--- src/rtl/chip8_mem_arbiter_pkg.sv ---
// Shared constants and encodings for the CHIP-8 RAM arbiter slice.
package chip8_pkg;

  localparam int unsigned ADDR_W = 12;
  localparam int unsigned DATA_W = 8;
  localparam int unsigned WAIT_W = 8;

  typedef enum logic [1:0] {
    OWN_LD  = 2'd0,
    OWN_CPU = 2'd1,
    OWN_VID = 2'd2
  } own_e;

  typedef enum logic [0:0] {
    ARB    = 1'b0,
    LOCKED = 1'b1
  } state_e;

endpackage

--- src/rtl/chip8_mem_arbiter_if.sv ---
// Requester handshakes plus RAM pins; slave = arbiter side, master = requesters/RAM side.
interface chip8_mem_arbiter_if;
  import chip8_pkg::*;

  logic              ld_req;
  logic              ld_we;
  logic [ADDR_W-1:0] ld_addr;
  logic [DATA_W-1:0] ld_wdata;
  logic              ld_gnt;
  logic              ld_rvalid;

  logic              cpu_req;
  logic              cpu_we;
  logic [ADDR_W-1:0] cpu_addr;
  logic [DATA_W-1:0] cpu_wdata;
  logic              cpu_lock;
  logic              cpu_gnt;
  logic              cpu_rvalid;

  logic              vid_req;
  logic [ADDR_W-1:0] vid_addr;
  logic              vid_gnt;
  logic              vid_rvalid;

  logic [DATA_W-1:0] rdata;

  logic              mem_en;
  logic              mem_we;
  logic [ADDR_W-1:0] mem_addr;
  logic [DATA_W-1:0] mem_wdata;
  logic [DATA_W-1:0] mem_rdata;

  modport slave (
    input  ld_req, ld_we, ld_addr, ld_wdata,
    input  cpu_req, cpu_we, cpu_addr, cpu_wdata, cpu_lock,
    input  vid_req, vid_addr,
    input  mem_rdata,
    output ld_gnt, cpu_gnt, vid_gnt,
    output ld_rvalid, cpu_rvalid, vid_rvalid, rdata,
    output mem_en, mem_we, mem_addr, mem_wdata
  );

  modport master (
    output ld_req, ld_we, ld_addr, ld_wdata,
    output cpu_req, cpu_we, cpu_addr, cpu_wdata, cpu_lock,
    output vid_req, vid_addr,
    output mem_rdata,
    input  ld_gnt, cpu_gnt, vid_gnt,
    input  ld_rvalid, cpu_rvalid, vid_rvalid, rdata,
    input  mem_en, mem_we, mem_addr, mem_wdata
  );

endinterface

--- src/rtl/chip8_mem_arbiter_starve_cnt.sv ---
// Saturating count of cycles the video requester has been kept waiting.
module chip8_starve_cnt
  import chip8_pkg::*;
#(
  parameter int unsigned MAX_WAIT = 15
) (
  input  logic              clk,
  input  logic              reset_n,
  input  logic              req_i,
  input  logic              gnt_i,
  output logic [WAIT_W-1:0] cnt_o
);

  localparam logic [WAIT_W-1:0] MAX_C = WAIT_W'(MAX_WAIT);

  logic [WAIT_W-1:0] cnt_q;
  logic [WAIT_W-1:0] cnt_d;

  // Clear when idle or served, otherwise count up and stick at the limit.
  always_comb begin
    cnt_d = cnt_q;
    if (!req_i || gnt_i) begin
      cnt_d = {WAIT_W{1'b0}};
    end else if (cnt_q == MAX_C) begin
      cnt_d = cnt_q;
    end else begin
      cnt_d = cnt_q + WAIT_W'(1);
    end
  end

  // Counter register.
  always_ff @(posedge clk or negedge reset_n) begin
    if (!reset_n) begin
      cnt_q <= {WAIT_W{1'b0}};
    end else begin
      cnt_q <= cnt_d;
    end
  end

  assign cnt_o = cnt_q;

endmodule

--- src/rtl/chip8_mem_arbiter.sv ---
// Three-way arbiter for the single-port CHIP-8 RAM: combinational grant,
// registered RAM command, and owner-tagged read return one cycle after the command.
module chip8_mem_arbiter
  import chip8_pkg::*;
#(
  parameter int unsigned VID_MAX_WAIT = 15
) (
  input  logic                clk,
  input  logic                reset_n,
  chip8_mem_arbiter_if.slave  bus
);

  localparam logic [WAIT_W-1:0] VID_MAX_C = WAIT_W'(VID_MAX_WAIT);

  state_e            state_q;
  state_e            state_d;
  logic [WAIT_W-1:0] vid_wait_s;
  logic              vid_starve_s;

  logic              ld_gnt_s;
  logic              cpu_gnt_s;
  logic              vid_gnt_s;
  logic              any_gnt_s;

  own_e              sel_own_s;
  logic              sel_we_s;
  logic [ADDR_W-1:0] sel_addr_s;
  logic [DATA_W-1:0] sel_wdata_s;

  logic              mem_en_q;
  logic              mem_we_q;
  logic [ADDR_W-1:0] mem_addr_q;
  logic [DATA_W-1:0] mem_wdata_q;
  own_e              cmd_own_q;
  logic              ret_valid_q;
  own_e              ret_own_q;

  chip8_starve_cnt #(
    .MAX_WAIT (VID_MAX_WAIT)
  ) u_starve_cnt (
    .clk     (clk),
    .reset_n (reset_n),
    .req_i   (bus.vid_req),
    .gnt_i   (vid_gnt_s),
    .cnt_o   (vid_wait_s)
  );

  assign vid_starve_s = (vid_wait_s == VID_MAX_C);

  // Grant selection and lock FSM; while reset_n is low every grant is forced off.
  always_comb begin
    ld_gnt_s  = 1'b0;
    cpu_gnt_s = 1'b0;
    vid_gnt_s = 1'b0;
    state_d   = state_q;
    if (!reset_n) begin
      state_d = ARB;
    end else begin
      case (state_q)
        ARB: begin
          if (bus.ld_req) begin
            ld_gnt_s = 1'b1;
          end else if (bus.vid_req && vid_starve_s) begin
            vid_gnt_s = 1'b1;
          end else if (bus.cpu_req) begin
            cpu_gnt_s = 1'b1;
            if (bus.cpu_lock) begin
              state_d = LOCKED;
            end else begin
              state_d = ARB;
            end
          end else if (bus.vid_req) begin
            vid_gnt_s = 1'b1;
          end else begin
            state_d = ARB;
          end
        end
        LOCKED: begin
          // Lock release is independent of whether the CPU is requesting this cycle.
          cpu_gnt_s = bus.cpu_req;
          if (!bus.cpu_lock) begin
            state_d = ARB;
          end else begin
            state_d = LOCKED;
          end
        end
        default: begin
          state_d = ARB;
        end
      endcase
    end
  end

  assign any_gnt_s = ld_gnt_s | cpu_gnt_s | vid_gnt_s;

  // Route the granted requester's command fields toward the command register.
  always_comb begin
    sel_own_s   = OWN_CPU;
    sel_we_s    = bus.cpu_we;
    sel_addr_s  = bus.cpu_addr;
    sel_wdata_s = bus.cpu_wdata;
    if (ld_gnt_s) begin
      sel_own_s   = OWN_LD;
      sel_we_s    = bus.ld_we;
      sel_addr_s  = bus.ld_addr;
      sel_wdata_s = bus.ld_wdata;
    end else if (vid_gnt_s) begin
      sel_own_s   = OWN_VID;
      sel_we_s    = 1'b0;
      sel_addr_s  = bus.vid_addr;
      sel_wdata_s = mem_wdata_q;
    end else begin
      sel_own_s   = OWN_CPU;
    end
  end

  // State, RAM command and read-return pipeline registers.
  always_ff @(posedge clk or negedge reset_n) begin
    if (!reset_n) begin
      state_q     <= ARB;
      mem_en_q    <= 1'b0;
      mem_we_q    <= 1'b0;
      mem_addr_q  <= {ADDR_W{1'b0}};
      mem_wdata_q <= {DATA_W{1'b0}};
      cmd_own_q   <= OWN_LD;
      ret_valid_q <= 1'b0;
      ret_own_q   <= OWN_LD;
    end else begin
      state_q     <= state_d;
      mem_en_q    <= any_gnt_s;
      mem_we_q    <= any_gnt_s & sel_we_s;
      if (any_gnt_s) begin
        mem_addr_q  <= sel_addr_s;
        mem_wdata_q <= sel_wdata_s;
        cmd_own_q   <= sel_own_s;
      end
      ret_valid_q <= mem_en_q & ~mem_we_q;
      ret_own_q   <= cmd_own_q;
    end
  end

  assign bus.ld_gnt     = ld_gnt_s;
  assign bus.cpu_gnt    = cpu_gnt_s;
  assign bus.vid_gnt    = vid_gnt_s;
  assign bus.mem_en     = mem_en_q;
  assign bus.mem_we     = mem_we_q;
  assign bus.mem_addr   = mem_addr_q;
  assign bus.mem_wdata  = mem_wdata_q;

  // RAM data arrives a cycle after the strobe, so it is passed straight through.
  assign bus.rdata      = ret_valid_q ? bus.mem_rdata : {DATA_W{1'b0}};
  assign bus.ld_rvalid  = ret_valid_q && (ret_own_q == OWN_LD);
  assign bus.cpu_rvalid = ret_valid_q && (ret_own_q == OWN_CPU);
  assign bus.vid_rvalid = ret_valid_q && (ret_own_q == OWN_VID);

endmodule

--- src/flat_wrapper.sv ---
// flat-port wrapper written by rule: the top's interface ports become plain ports
module chip8_mem_arbiter_flat import chip8_pkg::*;
#(
  parameter int unsigned VID_MAX_WAIT = 15
)
  (clk, reset_n, bus_ld_req, bus_ld_we, bus_ld_addr, bus_ld_wdata, bus_cpu_req, bus_cpu_we, bus_cpu_addr, bus_cpu_wdata, bus_cpu_lock, bus_vid_req, bus_vid_addr, bus_mem_rdata, bus_ld_gnt, bus_cpu_gnt, bus_vid_gnt, bus_ld_rvalid, bus_cpu_rvalid, bus_vid_rvalid, bus_rdata, bus_mem_en, bus_mem_we, bus_mem_addr, bus_mem_wdata);
  chip8_mem_arbiter_if bus_i ();
  input  logic clk;
  input  logic reset_n;
  input wire logic [$bits(bus_i.ld_req)-1:0] bus_ld_req;
  input wire logic [$bits(bus_i.ld_we)-1:0] bus_ld_we;
  input wire logic [$bits(bus_i.ld_addr)-1:0] bus_ld_addr;
  input wire logic [$bits(bus_i.ld_wdata)-1:0] bus_ld_wdata;
  input wire logic [$bits(bus_i.cpu_req)-1:0] bus_cpu_req;
  input wire logic [$bits(bus_i.cpu_we)-1:0] bus_cpu_we;
  input wire logic [$bits(bus_i.cpu_addr)-1:0] bus_cpu_addr;
  input wire logic [$bits(bus_i.cpu_wdata)-1:0] bus_cpu_wdata;
  input wire logic [$bits(bus_i.cpu_lock)-1:0] bus_cpu_lock;
  input wire logic [$bits(bus_i.vid_req)-1:0] bus_vid_req;
  input wire logic [$bits(bus_i.vid_addr)-1:0] bus_vid_addr;
  input wire logic [$bits(bus_i.mem_rdata)-1:0] bus_mem_rdata;
  output wire logic [$bits(bus_i.ld_gnt)-1:0] bus_ld_gnt;
  output wire logic [$bits(bus_i.cpu_gnt)-1:0] bus_cpu_gnt;
  output wire logic [$bits(bus_i.vid_gnt)-1:0] bus_vid_gnt;
  output wire logic [$bits(bus_i.ld_rvalid)-1:0] bus_ld_rvalid;
  output wire logic [$bits(bus_i.cpu_rvalid)-1:0] bus_cpu_rvalid;
  output wire logic [$bits(bus_i.vid_rvalid)-1:0] bus_vid_rvalid;
  output wire logic [$bits(bus_i.rdata)-1:0] bus_rdata;
  output wire logic [$bits(bus_i.mem_en)-1:0] bus_mem_en;
  output wire logic [$bits(bus_i.mem_we)-1:0] bus_mem_we;
  output wire logic [$bits(bus_i.mem_addr)-1:0] bus_mem_addr;
  output wire logic [$bits(bus_i.mem_wdata)-1:0] bus_mem_wdata;
  assign bus_i.ld_req = bus_ld_req;
  assign bus_i.ld_we = bus_ld_we;
  assign bus_i.ld_addr = bus_ld_addr;
  assign bus_i.ld_wdata = bus_ld_wdata;
  assign bus_i.cpu_req = bus_cpu_req;
  assign bus_i.cpu_we = bus_cpu_we;
  assign bus_i.cpu_addr = bus_cpu_addr;
  assign bus_i.cpu_wdata = bus_cpu_wdata;
  assign bus_i.cpu_lock = bus_cpu_lock;
  assign bus_i.vid_req = bus_vid_req;
  assign bus_i.vid_addr = bus_vid_addr;
  assign bus_i.mem_rdata = bus_mem_rdata;
  assign bus_ld_gnt = bus_i.ld_gnt;
  assign bus_cpu_gnt = bus_i.cpu_gnt;
  assign bus_vid_gnt = bus_i.vid_gnt;
  assign bus_ld_rvalid = bus_i.ld_rvalid;
  assign bus_cpu_rvalid = bus_i.cpu_rvalid;
  assign bus_vid_rvalid = bus_i.vid_rvalid;
  assign bus_rdata = bus_i.rdata;
  assign bus_mem_en = bus_i.mem_en;
  assign bus_mem_we = bus_i.mem_we;
  assign bus_mem_addr = bus_i.mem_addr;
  assign bus_mem_wdata = bus_i.mem_wdata;
  chip8_mem_arbiter #(.VID_MAX_WAIT(VID_MAX_WAIT)) u_core (.clk(clk), .reset_n(reset_n), .bus(bus_i));
endmodule
--- config.mk ---
export PLATFORM = sky130hd
export DESIGN_NAME = chip8_mem_arbiter_flat
export DESIGN_NICKNAME = d
export VERILOG_FILES = /design/src/rtl/chip8_mem_arbiter_pkg.sv /design/src/rtl/chip8_mem_arbiter_if.sv /design/src/rtl/chip8_mem_arbiter_starve_cnt.sv /design/src/rtl/chip8_mem_arbiter.sv /design/src/flat_wrapper.sv
export SDC_FILE = /design/constraint.sdc
export NUM_CORES = 1
export LEC_CHECK = 0
export ABC_CLOCK_PERIOD_IN_PS = 2250
export CAP_MARGIN = 5
export CORE_MARGIN = 10
export CORE_UTILIZATION = 25
export CTS_BUF_LIST = sky130_fd_sc_hd__clkbuf_4
export DETAILED_ROUTE_END_ITERATION = 10
export PLACE_DENSITY = 0.6
export SYNTH_ARGS = -nofsm -noshare
export SYNTH_HDL_FRONTEND = slang
export SYNTH_HIERARCHICAL = 1
export SYNTH_SLANG_ARGS = --single-unit
--- constraint.sdc ---
create_clock -name clk -period 2.25 [get_ports clk]
set_input_delay 0.45 -clock clk [delete_from_list [all_inputs] [get_ports clk]]
set_output_delay 0.45 -clock clk [all_outputs]
set_load 0.01 [all_outputs]
# == Word-level counts from Yosys, hierarchy flattened ==
# Index checks and enable logic that the tools add are counted.
# totals
reg_bits,36
inputBits,68
out_inout_bits,36
word_cells,60
# op_classes
n_addsub,1
n_eq_ne,5
muxes,31
bitwise_logic,6
reduce_logical,8
# op_table
cell,n
8-bit two-way mux,5
12-bit two-way mux,2
1-bit two-way mux,20
"8-bit by 1-bit adder with 8-bit output, second input constant",1
"8-bit by 4-bit == test with 1-bit output, second input constant",1
1-bit logical AND,4
2-bit two-way mux,2
1-bit case mux with 2 select lines,2
1-bit bitwise AND,2
"2-bit by 1-bit == test with 1-bit output, second input constant",1
"2-bit == test, second input constant",1
2-bit zero test,1
"2-bit by 1-bit inequality test with 1-bit output, second input constant",1
"2-bit inequality test, second input constant",1
1-bit inverter,2
1-bit bitwise OR,2
2-bit AND reduction,1
1-bit zero test,1
1-bit logical OR,1

# == Longest topological paths before layout ==
# Gate-level depths: netlist (run 1).
# logic_depth
depth_word,9
depth_mapped,7
ltp_nobuf,6

# == Modules after synthesis ==
# Netlist (run 1), hierarchy kept.
# by_module_without_submodules
mod,n_inst,cells_each,area_each_um2,seq_area_each_um2
chip8_mem_arbiter,1,142,1487.7,700.7
chip8_starve_cnt,1,42,415.4,200.2

# == Least setup slack after synthesis (run 1) ==
# No wires, ideal clock.
# synth_path
kind,input -> register
startpoint,input bus_ld_req
endpoint,register u_core.u_starve_cnt.cnt_q[7] (netlist: u_core/u_starve_cnt/cnt_o[7])
arrival_time_ns,1.888
required_ns,2.126
slack_ns,0.238
cell_stages,7
path_cell_list,or3b_4 > or3b_4 > o21ai_2 > buf_6 > nand2b_1 > or4_1 > nand2_1
# synth_via
elab_chain_len,5
word_cells_on_any_way,6
# synth_lines
element,line,text
start: declaration,flat_wrapper.sv:10,input wire logic [$bits(bus_i.ld_req)-1:0] bus_ld_req;
1-bit two-way mux *,chip8_mem_arbiter.sv:61,if (bus.ld_req) begin
1-bit two-way mux *,chip8_mem_arbiter.sv:59,case (state_q)
1-bit two-way mux *,chip8_mem_arbiter.sv:56,if (!reset_n) begin
via bus_vid_gnt,flat_wrapper.sv:24,output wire logic [$bits(bus_i.vid_gnt)-1:0] bus_vid_gnt;
1-bit logical OR *,chip8_mem_arbiter_starve_cnt.sv:22,if (!req_i || gnt_i) begin
2-bit inequality test (no line) or 8-bit two-way mux (tied branches),-,
end signal: assignment,chip8_mem_arbiter_starve_cnt.sv:34,cnt_q <= {WAIT_W{1'b0}};
end signal: assignment,chip8_mem_arbiter_starve_cnt.sv:36,cnt_q <= cnt_d;
end: declaration,chip8_mem_arbiter_starve_cnt.sv:16,logic [WAIT_W-1:0] cnt_q;
# Mark *: on every way through the listed nets, which the timed path passes. The rest lies on a longest branch.
# A chain may end at the register's enable or synchronous reset.

# == Worst setup path in the final report (run 1) ==
# layout_path
startpoint,register u_core.state_q
endpoint,output bus_vid_gnt
# layout_via
elab_chain_len,2
# layout_lines
element,line,text
start: declaration,chip8_mem_arbiter.sv:15,state_e state_q;
start signal: assignment,chip8_mem_arbiter.sv:129,state_q <= state_d;
1-bit two-way mux,chip8_mem_arbiter.sv:59,
1-bit two-way mux,chip8_mem_arbiter.sv:56,
end: declaration,flat_wrapper.sv:24,
# Every way passes these cells.

==> results of run 1 <==
==> per-stage QoR <==
| stage | utilization, % | std cells | setup slack (ns) |
|---|---|---|---|
| 3_3_place_gp | 43.0 | 398 | -0.544 |
| 5_1_grt | 44.2 | 407 | -0.0154 |
| 6_report | 44.2 | 407 | 0.0493 |
| 3_5_place_dp | 43.0 | 398 | -0.552 |
| 2_1_floorplan | - | 184 | 0.238 |
| 4_1_cts | 43.9 | 406 | 0.0121 |
==> report_power, final <==
group	internal (mW)	switching, mW	total (mW)
Sequential	0.725	0.0517	0.777
Combinational	0.359	0.210	0.569
Clock	0.115	0.238	0.352
==> cells in the mapped netlist (2+ instances only) <==
master and n:
dfrtp_1 36, a21oi_1 20, nand2_1 15, a22oi_1 13
o21ai_0 13, nor2_1 10, a2bb2oi_2 9, and2_1 8
a31oi_1 3, clkbuf_1 3, inv_1 3, nand3_1 3
nor3b_1 3, a221oi_1 2, and3_1 2, and3b_1 2
buf_2 2, buf_6 2, nor2b_1 2, o31ai_1 2
or3_1 2, or3b_4 2
==> cells in the final DEF (no fill, tap or decap), types with 3 or more instances in the layout <==
cell type / count
a22oi_1: 12
nor3b_1: 3
a2bb2oi_2: 9
a21oi_1: 20
dfrtp_1: 35
clkbuf_4: 5
nand3_1: 3
nand2_1: 15
nor2_1: 10
buf_4: 22
and2_1: 8
o21ai_0: 13
clkdlybuf4s50_1: 98
inv_1: 3
a31oi_1: 3
==> sequential cells by signal, indices dropped and copies added, names as in the netlist <==
signal	count
u_core/bus.mem_en	1
u_core/bus.mem_addr	12
u_core/u_starve_cnt/cnt_o	8
u_core/bus.mem_wdata	8
u_core/ret_valid_q	1
u_core/cmd_own_q	2
u_core/bus.mem_we	1
u_core/ret_own_q	2
u_core/state_q	1
==> layout make-up <==
cell class	instances	area (um2)
fill	700	4090
clock inverter	3	13.8
multi-input combinational	135	942
clock buffer	5	37.5
inverter	3	11.3
timing repair buffer	126	1210
tap	99	124
sequential	36	902
==> worst max-delay path by stage <==
stage                         from                      endpoint  cells past startpoint
floorplan               bus_ld_req  u_core/u_starve_cnt/cnt_o[7]                      7
global placement        bus_ld_req                   bus_vid_gnt                      5
detailed placement      bus_ld_req                   bus_vid_gnt                      5
CTS                 u_core/state_q                    bus_ld_gnt                      4
global route        u_core/state_q                   bus_vid_gnt                      4
finish              u_core/state_q                   bus_vid_gnt                      4
==> critical path, stage by stage (launching register included) <==
cell and delay (ns):
dfrtp_1 0.40, or3b_4 0.40, or3b_4 0.40, o21ai_4 0.08, buf_6 0.13
==> layer usage <==
metal	GRT usage (%)	up-vias	share of wire, %
met5	0	-	0
li1	-	930	-
met3	5.09	5	9.7
met1	13.6	902	42
met4	1.74	0	0.60
met2	19.9	78	48
==> timing repair <==
item / in CTS / in global routing
hold buffers: 0 / 0
setup endpoints to repair: 3 / 4
gates resized for setup: 14 / 3
setup buffers: 0 / 1
pin swaps: 4 / 3
==> kinds of logic after synthesis <==
kind of cell	synth area share (%)
compound gates	27.9
simple gates	18.5
flops	47.3
buf+inv	4.60
xor+xnor	0.460
mux	0.526
fa+ha+maj	0.657
==> flow_summary.toml, run 1 <==
[setup_path]
crit_fanout = 2
required_ns = 1.80
r2r_slack_ns = 0.19
crit_path_start_kind = "flop"
critical_path_class = "reg -> out"
worstPathArrival_ns = 1.75
worstRegToRegCells = 7
end_kind = "primary output"
r2r-end = "u_core/u_starve_cnt/cnt_o[5]"
r2r-start = "u_core/state_q"

[place]
port_buffers = 103
place_hpwl_mm = 5.29
placed_area_um2 = 3150
gp_congestion = 0.783

[clock_tree]
cts_buffer_depth = 2
cts_tree = "done"
insertion_delay_ns = 0.35
cts-root-buf = "clkbuf_4"
h-tree-depth = 2
cts_buffers = 5
cts.clk_slew.worst_paths_ns = 0.12
clock_sinks = 36

[drt]
avgViaCountPerCell = 4.71
routed_wl_mm = 6.83
drt_first_pass_iters = 6
wl_per_cell_um = 16.8
ant_nets = 0
first_iter_violations = 66
drcViolationCount = 0
via_count = 1915

[pwr]
cellLeakagePower_nw = 1.36
ir_drop_mv = 0.163
power_density_nw_per_um2 = 524
power_mw = 1.70

[logic_synthesis]
synth-seq-cells = 36
yosysTopAreaCellShare_pct = 47.3
async_flop_share_pct = 100
synthCells = 184
netlist_area_um2 = 1900
synth_fp_nets = 253
post_synth_num_cell_types = 49
yosysTopAreaCell = "dfrtp_1"
ys.flop_type = "dfrtp_1"
synthTopCellsByArea = "dfrtp_1 (47%), a2bb2oi_2 (7.1%), a21oi_1 (5.3%), a22oi_1 (5.1%), o21ai_0 (3.4%)"
synth_edf_count = 0
synth_area_per_cell_um2 = 10.3
ys_seq_area_share_pct = 47.3
yosysWarnings = 6

[floorplan]
ioPinCount = 104
die_w_um = 107
coreArea_um2 = 7330
dieHeight_um = 107
die_area_um2 = 11500
row_count = 31
start_util_pct = 26.0

[job]
maxCapViolations = 0

[global_routing]
grt_pass1_wl_mm = 10.8
gr-total-overflow = 0
antenna_found_initial = 0
grt_pass1_vias = 2041
grt_max_degree = 24
grt_use_total_pct = 11.7

[sta]
fmax_ghz = 0.454
relSlewSlack_pct = 74.7
hold_viol = 0
skew_ns = 0.00600
finalSetupTns_ns = 0
finalSetupViolCount = 0
tightestPinTransition_ns = 0.376
rsz0062_at_grt = "yes"
min_period_over_period_pct = 97.8
maxSlewViolCount = 0
min_period_ns = 2.20
hold_ws_ns = 0.0614

[cells_and_area]
diodes = 0
nets = 376
drive_above_1_share_pct = 18.2
area_delta_synth_final_pct = 70.2
design_area_um2 = 3240

[hold_path]
hp-class = "in -> async"

[run_status]
status = "finished, final reports clean"
Power figures use the tool's default switching activity.
==> run 2, diff against run 1 <==
CORE_UTILIZATION = 35   (was 25)
PLACE_DENSITY = default   (was 0.6)
PLACE_DENSITY_LB_ADDON = 0.25   (was default)
TNS_END_PERCENT = 1   (was default)
==> run 2 against run 1 <==
- register-to-register slack about the same
- final cell count down 7.1%
- sequential share of layout area down 0.071 points
- via count up 0.73%
- design area up 0.12%
- maximum frequency down 1.5%
- critical path depth unchanged
- clock power up 34%
- global-route usage up 2.9 points
- clock-buffer cell count unchanged
- highest routed layer unchanged
==> flow_summary.toml, run 2 (synthesis results as in run 1) <==
[run_status]
status = "finished, final reports clean"

[floorplan]
ioPinCount = 104
start_util_pct = 36.6
die_w_um = 93.7
coreArea_um2 = 5200
dieHeight_um = 93.7
die_area_um2 = 8790
row_count = 26

[cells_and_area]
nFillCells = 467
nets = 376
largest_reg_flops = 12
drive_above_1_share_pct = 18.5
mostFrequentLayoutCells = "clkdlybuf4s50_1 (97), dfrtp_1 (36), buf_4 (22)"
layout_commonest_cell = "clkdlybuf4s50_1"
area_delta_synth_final_pct = 70.4
diodes = 0

[pwr]
power_mw = 1.82
ir_drop_mv = 0.348
p_seq_share_pct = 42.9
power_density_nw_per_um2 = 560
internal-power_mw = 1.31
cellLeakagePower_nw = 1.39
netSwitchingPower_mw = 0.503
switching_share_pct = 27.7
pwr-share-clk_pct = 25.9
p_comb_share_pct = 31.2

[clock_tree]
insertion_delay_ns = 0.35
holdBufCountCts = 0
cts_tree = "done"
cts_buffer_depth = 2
cts-root-buf = "clkbuf_4"
clock_sinks = 36
h-tree-depth = 2
cts.clk_slew.worst_paths_ns = 0.13
cts_buffers = 5

[hold_path]
hp-class = "in -> async"

[drt]
via_count = 1929
drcViolationCount = 0
detailroute.wirelength.met2_mm = 3.27
avgViaCountPerCell = 5.10
m1WireLength_mm = 2.70
drt_first_pass_iters = 4
ant_nets = 0
first_iter_violations = 61
routed_wl_mm = 6.56
wl_met3_um = 562
top_layer = "met4"
wl_per_cell_um = 17.4

[setup_path]
max_stage_delay_ns = 0.43
end_kind = "primary output"
required_ns = 1.80
cp_slowest_cell = "dfrtp_1"
critical_path_class = "reg -> out"
r2r_slack_ns = 0.18
critical_path_buf_inv_count = 1
crit_fanout = 2
crit_top_cell = "or3b_4"
cp_top_family = "simple AND/OR/NAND/NOR gates"
worstPathArrival_ns = 1.78
crit_path_start_kind = "flop"
cp_cell_sequence = "or3b_4 -> or3b_4 -> o21ai_4 -> buf_6"

[place]
gp_congestion = 0.816
place_hpwl_mm = 5.05
port_buffers = 103

[sta]
maxSlewViolCount = 0
skew_ns = 0.0245
relSlewSlack_pct = 75.7
rsz0062_at_grt = "yes"
tightestPinTransition_ns = 0.361
hold_viol = 0
fmax_ghz = 0.447
min_period_over_period_pct = 99.3
finalSetupTns_ns = 0
min_period_ns = 2.23
finalSetupViolCount = 0

[global_routing]
grt_max_degree = 26
antenna_found_initial = 0
gr-total-overflow = 0
grt_pass1_wl_mm = 10.3
grt_use_total_pct = 14.6
grt_pass1_vias = 1971

[job]
maxCapViolations = 0
## run 2: changes by cell type in the layout (fill, tap and decap cells not counted), sizes merged
cell,before,now
bufinv,0,1
clkdlybuf4s50,98,97
clkinv,3,1
clkinvlp,0,1
dlygate4sd2,1,2
## run 2: worst paths after layout
path / start / end / cells after the start
min in group clk: u_core/cmd_own_q[1] / u_core/ret_own_q[1] / 0
hold / removal: reset_n / u_core/bus.mem_addr[10] / 2
hold reg to reg: u_core/cmd_own_q[1] / u_core/ret_own_q[1] / 0
setup reg to reg: u_core/state_q / u_core/u_starve_cnt/cnt_o[5] / 7
setup / recovery: u_core/state_q / bus_vid_gnt / 4
max in group asynchronous: reset_n / u_core/bus.mem_wdata[2] / 3
## run 2: metrics by stage
stage	instances	utilization, %	hold WS, ns	area [um2]	worst slack (ns)
finish	378	62.3	0.0440	3240	0.0152
global route	378	62.3	0.0299	3240	-0.0466
CTS	375	61.9	0.0501	3220	0.0147
detailed placement	367	59.6	0.368	3100	-0.539
global placement	367	59.6	0.363	3100	-0.532
floorplan	184	-	0.154	1900	0.238
## run 2: cell type report
class                           instances  area [um2]  area share (%)
Clock buffer                            5        37.5            1.16
Clock inverter                          3        42.5            1.31
Inverter                                3        11.3           0.347
Multi-Input combinational cell        135         956            29.5
Sequential cell                        36         901            27.8
Tap cell                               70        87.6            2.70
Timing Repair Buffer                  126        1210            37.2
## run 2: repair_timing
action / in CTS / in global routing
pin swaps: 2 / 3
buffers inserted: 0 / 3
endpoints found under the setup margin: 2 / 3
gates resized for setup: 17 / 2
## run 2: power by group through the flow
| stage | logic (mW) | registers, mW | clock network (mW) |
|---|---|---|---|
| after global placement | 0.565 | 0.788 | 0 |
| after global routing | 0.612 | 0.792 | 0.514 |
| after floorplan | 0.196 | 0.816 | 0 |
| final | 0.567 | 0.779 | 0.471 |
| after detailed placement | 0.571 | 0.793 | 0 |
| after CTS | 0.574 | 0.780 | 0.477 |
## run 2: routing by layer
layer	vias to the layer above	GRT usage (%)
met2	68	24.8
li1	931	-
met5	-	0
met1	926	16.9
met3	4	5.60
met4	0	3.42
==> run 3, diff against run 2 <==
CAP_MARGIN = default   (was 5)
==> results of run 3 <==
The final DEF is identical to that of run 2; final timing and power are the same.
